### src/rtl/bus_arbiter.sv
`default_nettype none
// ============================================================================
//  Module   : bus_arbiter
//  Purpose  : Two-master round-robin arbiter with a fairness quantum, steering
//             the owning master onto the single-master BUS port.
//  Revision : 1.0  initial release
// ============================================================================
module bus_arbiter #(
    parameter int QUANTUM = 16
) (
    input  logic        clk,
    input  logic        reset,
    input  logic        m0_req,
    input  logic        m0_wr,
    input  logic [15:0] m0_addr,
    input  logic [63:0] m0_dout,
    input  logic        m1_req,
    input  logic        m1_wr,
    input  logic [15:0] m1_addr,
    input  logic [63:0] m1_dout,
    output logic        m0_grant,
    output logic        m1_grant,
    output logic [63:0] m0_din,
    output logic [63:0] m1_din,
    output logic        bus_req,
    output logic        bus_wr,
    output logic [15:0] bus_addr,
    output logic [63:0] bus_dout,
    input  logic [63:0] bus_din
);

    localparam logic [7:0] c_CNT_MAX = 8'(QUANTUM - 1);

    typedef enum logic [1:0] {
        ST_IDLE = 2'd0,
        ST_OWN0 = 2'd1,
        ST_OWN1 = 2'd2
    } state_t;

    state_t     r_state;
    state_t     w_state_nxt;
    logic       r_last;
    logic [7:0] r_cnt;
    logic [7:0] w_cnt_nxt;
    logic       w_other_req;

    always_ff @(posedge clk) begin
        if (reset) begin
            r_state <= ST_IDLE;
            r_last  <= 1'b1;
            r_cnt   <= 8'd0;
        end else begin
            r_state <= w_state_nxt;
            r_cnt   <= w_cnt_nxt;
            if (w_state_nxt == ST_OWN0) begin
                r_last <= 1'b0;
            end else if (w_state_nxt == ST_OWN1) begin
                r_last <= 1'b1;
            end
        end
    end

    always_comb begin
        w_state_nxt = r_state;
        w_other_req = 1'b0;
        case (r_state)
            ST_IDLE: begin
                // Under contention the master that did not own last wins.
                if (m0_req && m1_req) begin
                    w_state_nxt = r_last ? ST_OWN0 : ST_OWN1;
                end else if (m0_req) begin
                    w_state_nxt = ST_OWN0;
                end else if (m1_req) begin
                    w_state_nxt = ST_OWN1;
                end
            end
            ST_OWN0: begin
                w_other_req = m1_req;
                if (!m0_req) begin
                    w_state_nxt = m1_req ? ST_OWN1 : ST_IDLE;
                end else if (m1_req && (r_cnt == c_CNT_MAX)) begin
                    w_state_nxt = ST_OWN1;
                end
            end
            ST_OWN1: begin
                w_other_req = m0_req;
                if (!m1_req) begin
                    w_state_nxt = m0_req ? ST_OWN0 : ST_IDLE;
                end else if (m0_req && (r_cnt == c_CNT_MAX)) begin
                    w_state_nxt = ST_OWN0;
                end
            end
            default: begin
                w_state_nxt = ST_IDLE;
            end
        endcase
    end

    // The quantum counter only runs while ownership is contested.
    always_comb begin
        w_cnt_nxt = 8'd0;
        if ((r_state != ST_IDLE) && (w_state_nxt == r_state) && w_other_req) begin
            w_cnt_nxt = (r_cnt == c_CNT_MAX) ? r_cnt : (r_cnt + 8'd1);
        end
    end

    always_comb begin
        m0_grant = (r_state == ST_OWN0);
        m1_grant = (r_state == ST_OWN1);
        bus_req  = 1'b0;
        bus_wr   = 1'b0;
        bus_addr = 16'd0;
        bus_dout = 64'd0;
        case (r_state)
            ST_OWN0: begin
                bus_req  = 1'b1;
                bus_wr   = m0_wr;
                bus_addr = m0_addr;
                bus_dout = m0_dout;
            end
            ST_OWN1: begin
                bus_req  = 1'b1;
                bus_wr   = m1_wr;
                bus_addr = m1_addr;
                bus_dout = m1_dout;
            end
            default: begin
                bus_req  = 1'b0;
            end
        endcase
    end

    assign m0_din = bus_din;
    assign m1_din = bus_din;

endmodule
`default_nettype wire

### config.mk
export PLATFORM = sky130hd
export DESIGN_NAME = bus_arbiter
export DESIGN_NICKNAME = d
export VERILOG_FILES = /design/src/rtl/bus_arbiter.sv
export SDC_FILE = /design/constraint.sdc
export NUM_CORES = 1
export LEC_CHECK = 0
export BUFFER_PORTS_ARGS = -buffer_cell sky130_fd_sc_hd__clkbuf_2
export CORE_AREA = 8 8 164 166
export CTS_CLUSTER_DIAMETER = 200
export DETAILED_ROUTE_END_ITERATION = 16
export DIE_AREA = 0 0 172 174
export GPL_ROUTABILITY_DRIVEN = 0
export MAX_ROUTING_LAYER = met4
export SLEW_MARGIN = 25
export SYNTH_ARGS = -nofsm -noshare
export SYNTH_HDL_FRONTEND = slang
export SYNTH_SLANG_ARGS = --single-unit
### constraint.sdc
create_clock -name clk -period 5.9 [get_ports clk]
set_input_delay 0.59 -clock clk [delete_from_list [all_inputs] [get_ports clk]]
set_output_delay 0.59 -clock clk [all_outputs]
set_load 0.05 [all_outputs]
==> metrics.md <==
| Metric | Value |
|---|---|
| Status | finished clean |
| Metal1 wirelength | 5380 um |
| Post-CTS Setup Inserts | 0 |
| Placed Area | 3560 sq um |
| Met3 WL | 2220 um |
| Mapped cell area | 2940 sq um |
| Starting Density | 0.120 |
| Vias | 3,171 |
| Area leader, netlist | buf_4 |
| Vias in the first global route | 3,193 |
| Min cycle time layout | 3.12 ns |
| Max Clk Rate | 321 MHz |
| Final WL | 13,900 um |
| Syn-to-layout area delta | 24.0% |
| Via-per-instance ratio | 3.80 |
| Top Ports | 442 |
| Worst Path Max Fanout | 85 |
| Die X | 172 um |
| Number of flops mapped to enable cells by yosys | 0 |
| CTS Buffer Depth | 2 |
| Placed Cells | 828 |
| Worst min path class | reg -> reg |
| IO buf count | 249 |
| Detail Placement HPWL | 11,500 um |
| CTS buffer count | 3 |
| CTS clk-pin slew, worst paths | 0.04 ns |
| Clk_lat worst skew | 0.24 ns |
| VDD IR max | 101 uV |
| Slew @ Worst Pin | 1.02 ns |
| Final Max Tran Viols | 0 |
| Cells after Synth | 406 |
| Final #Nets | 739 |
| Required time worst endpoint | 5.31 ns |
| Design area | 3640 sq um |
| Top cells by count, synth | buf_4, nor2b_1, a22oi_1 |
| Final core occ | 0.148 |
| Die Height | 174 um |
| Final setup fails | 0 |
| # DRC | 0 |
| Pre-Repair DR Iteration Count | 4 |
| Setup crit start kind | flop |
| Total area of sequential cells | 220 sq um |
| Tot GR Track Use | 0.0835 |
| Syn Nets | 642 |
| Clk sinks | 11 |
| Power Dens Cells | 222 nW/um^2 |
| Most common cell in the netlist | buf_4 |
| Final Hold Fails | 0 |
| DR WL met2 | 5770 um |
| Layout cells sized above 1 | 0.512 |
| Distinct cells, synth | 33 |
| # hold bufs at CTS | 0 |
| Fill cell count | 2,859 |
| Top_reg_cell synth | dfxtp_1 |
| GRT Residual Overflow | 0 |
| Post-CTS sizing | 0 |
| Share of the synthesized area in the top cell type | 0.327 |
| CTS H-Tree Depth | 1 |
| Clock Skews | 0.00110 ns |
| Number of routed nets with antenna violations | 0 |
| Routed len/inst | 16.7 um |
| First-pass GRT wire length | 18,900 um |
| Number of synthesized register bits | 11 |
| Top post-synthesis cells by area | buf_4, a22oi_1, nor2b_1 |
| Root Driver | clkbuf_16 |
| Top layer in use | met4 |
| Ys Warns | 0 |
| Register area share after synthesis | 0.0750 |
| Leak | 1.61 nW |
| Setup Crit Path Kind | reg -> out |
| Crit share post-route | 0.528 |
| Non-Filler Instances | 834 |
| Max_slew headroom | 0.318 |
| Syn Area/Cell | 7.23 sq um |
| Die footprint | 29,900 sq um |
| FP Rows | 58 |
| Pre-CTS setup slack | 3.03 ns |
| Core ar. | 24,500 sq um |
| Setup WS post-layout | 2.78 ns |
| CTS tree | built |
| Setup TNS | 0 ns |
| RSZ-0062 raised after global routing | false |
| Ys async rst share | 0 |
| Max Cap Viol | 0 |
| Area of the multi-input gates | 1660 sq um |
| DRT iter0 DRCs | 178 |
| Crit path DAT | 2.53 ns |
| Initial antenna violation count | 3 |
| Setup crit end kind | output pin |
| Largest net degree at the start of global routing | 86 |
==> stage by stage <==
stage	hold slack, ns	total power, mW
floorplan	0.456	0.751
global placement	0.477	0.678
detailed placement	0.490	0.688
CTS	0.494	0.814
global route	0.513	0.854
finish	0.498	0.810
==> cell type report <==
type	instances	area share
Clock buffer	4	0.0216
Sequential cell	11	0.0605
Inverter	4	0.00412
Timing Repair Buffer	249	0.342
Multi-Input combinational cell	234	0.457
Tap cell	330	0.113
Antenna cell	2	0.00137
==> worst max-delay path: stages, from the launching register on <==
cell,delay [ns]
dfxtp_1,0.39
inv_1,0.22
ha_4,0.82
a22oi_1,0.30
nor2b_1,0.19
clkbuf_2,0.29
==> power by group <==
part	switching [mW]	total, mW	internal [mW]
Combinational	0.398	0.600	0.203
Clock	0.0338	0.125	0.0907
Sequential	0.00682	0.0855	0.0787
==> cells by family (layout without fill, tap and decap cells) <==
family	after synthesis	count (layout)	synth area share
flops	11	11	0.0750
fa+ha+maj	6	6	0.0256
buf+inv	161	257	0.371
xor+xnor	6	6	0.0179
compound gates	104	104	0.268
other cells	0	2	0
mux	1	1	0.00341
simple gates	117	117	0.239
==> worst paths after layout <==
kind         slack (ns)        from  depth (start not counted)           end
min reg2reg        0.50    r_cnt[1]                          2      r_cnt[1]
max                2.78  r_state[0]                          5  bus_dout[12]
min                0.50    r_cnt[1]                          2      r_cnt[1]
max reg2reg        3.15  r_state[0]                          8        r_last
==> per-layer routing <==
metal | track usage | vias to the layer above
met4 | 0.0384 | 0
met3 | 0.0395 | 53
met1 | 0.0962 | 1405
met5 | - | -
li1 | - | 1478
met2 | 0.121 | 235
==> flip-flops by register name (all words and copies together), names as in the netlist <==
name,cells
r_state,2
r_cnt,8
r_last,1
==> placed cells by master, fill, tap and decap left out <==
master	synthesis	layout
or4_1	1	1
ha_1	6	3
a22o_1	2	2
xnor2_1	5	5
nand3_1	3	3
o21ai_1	1	1
clkbuf_16	0	3
o221ai_4	1	1
a21oi_1	7	7
a211oi_1	1	1
a22oi_1	82	82
clkbuf_1	17	1
nand2b_1	5	5
clkbuf_2	0	249
nor2b_1	83	83
o31a_1	2	2
o21ai_0	1	1
nor4_4	1	1
nor2_1	11	11
a41o_1	1	1
o21bai_1	1	1
and3_1	4	4
mux2i_1	1	1
a31oi_1	1	1
xor2_1	1	1
nand2_1	7	7
nor3_1	1	1
dfxtp_1	11	11
inv_1	4	4
diode_2	0	2
ha_4	0	3
a311oi_1	3	3
nor4b_1	1	1
a2bb2oi_1	1	1
(Power assumes the default switching activity.)
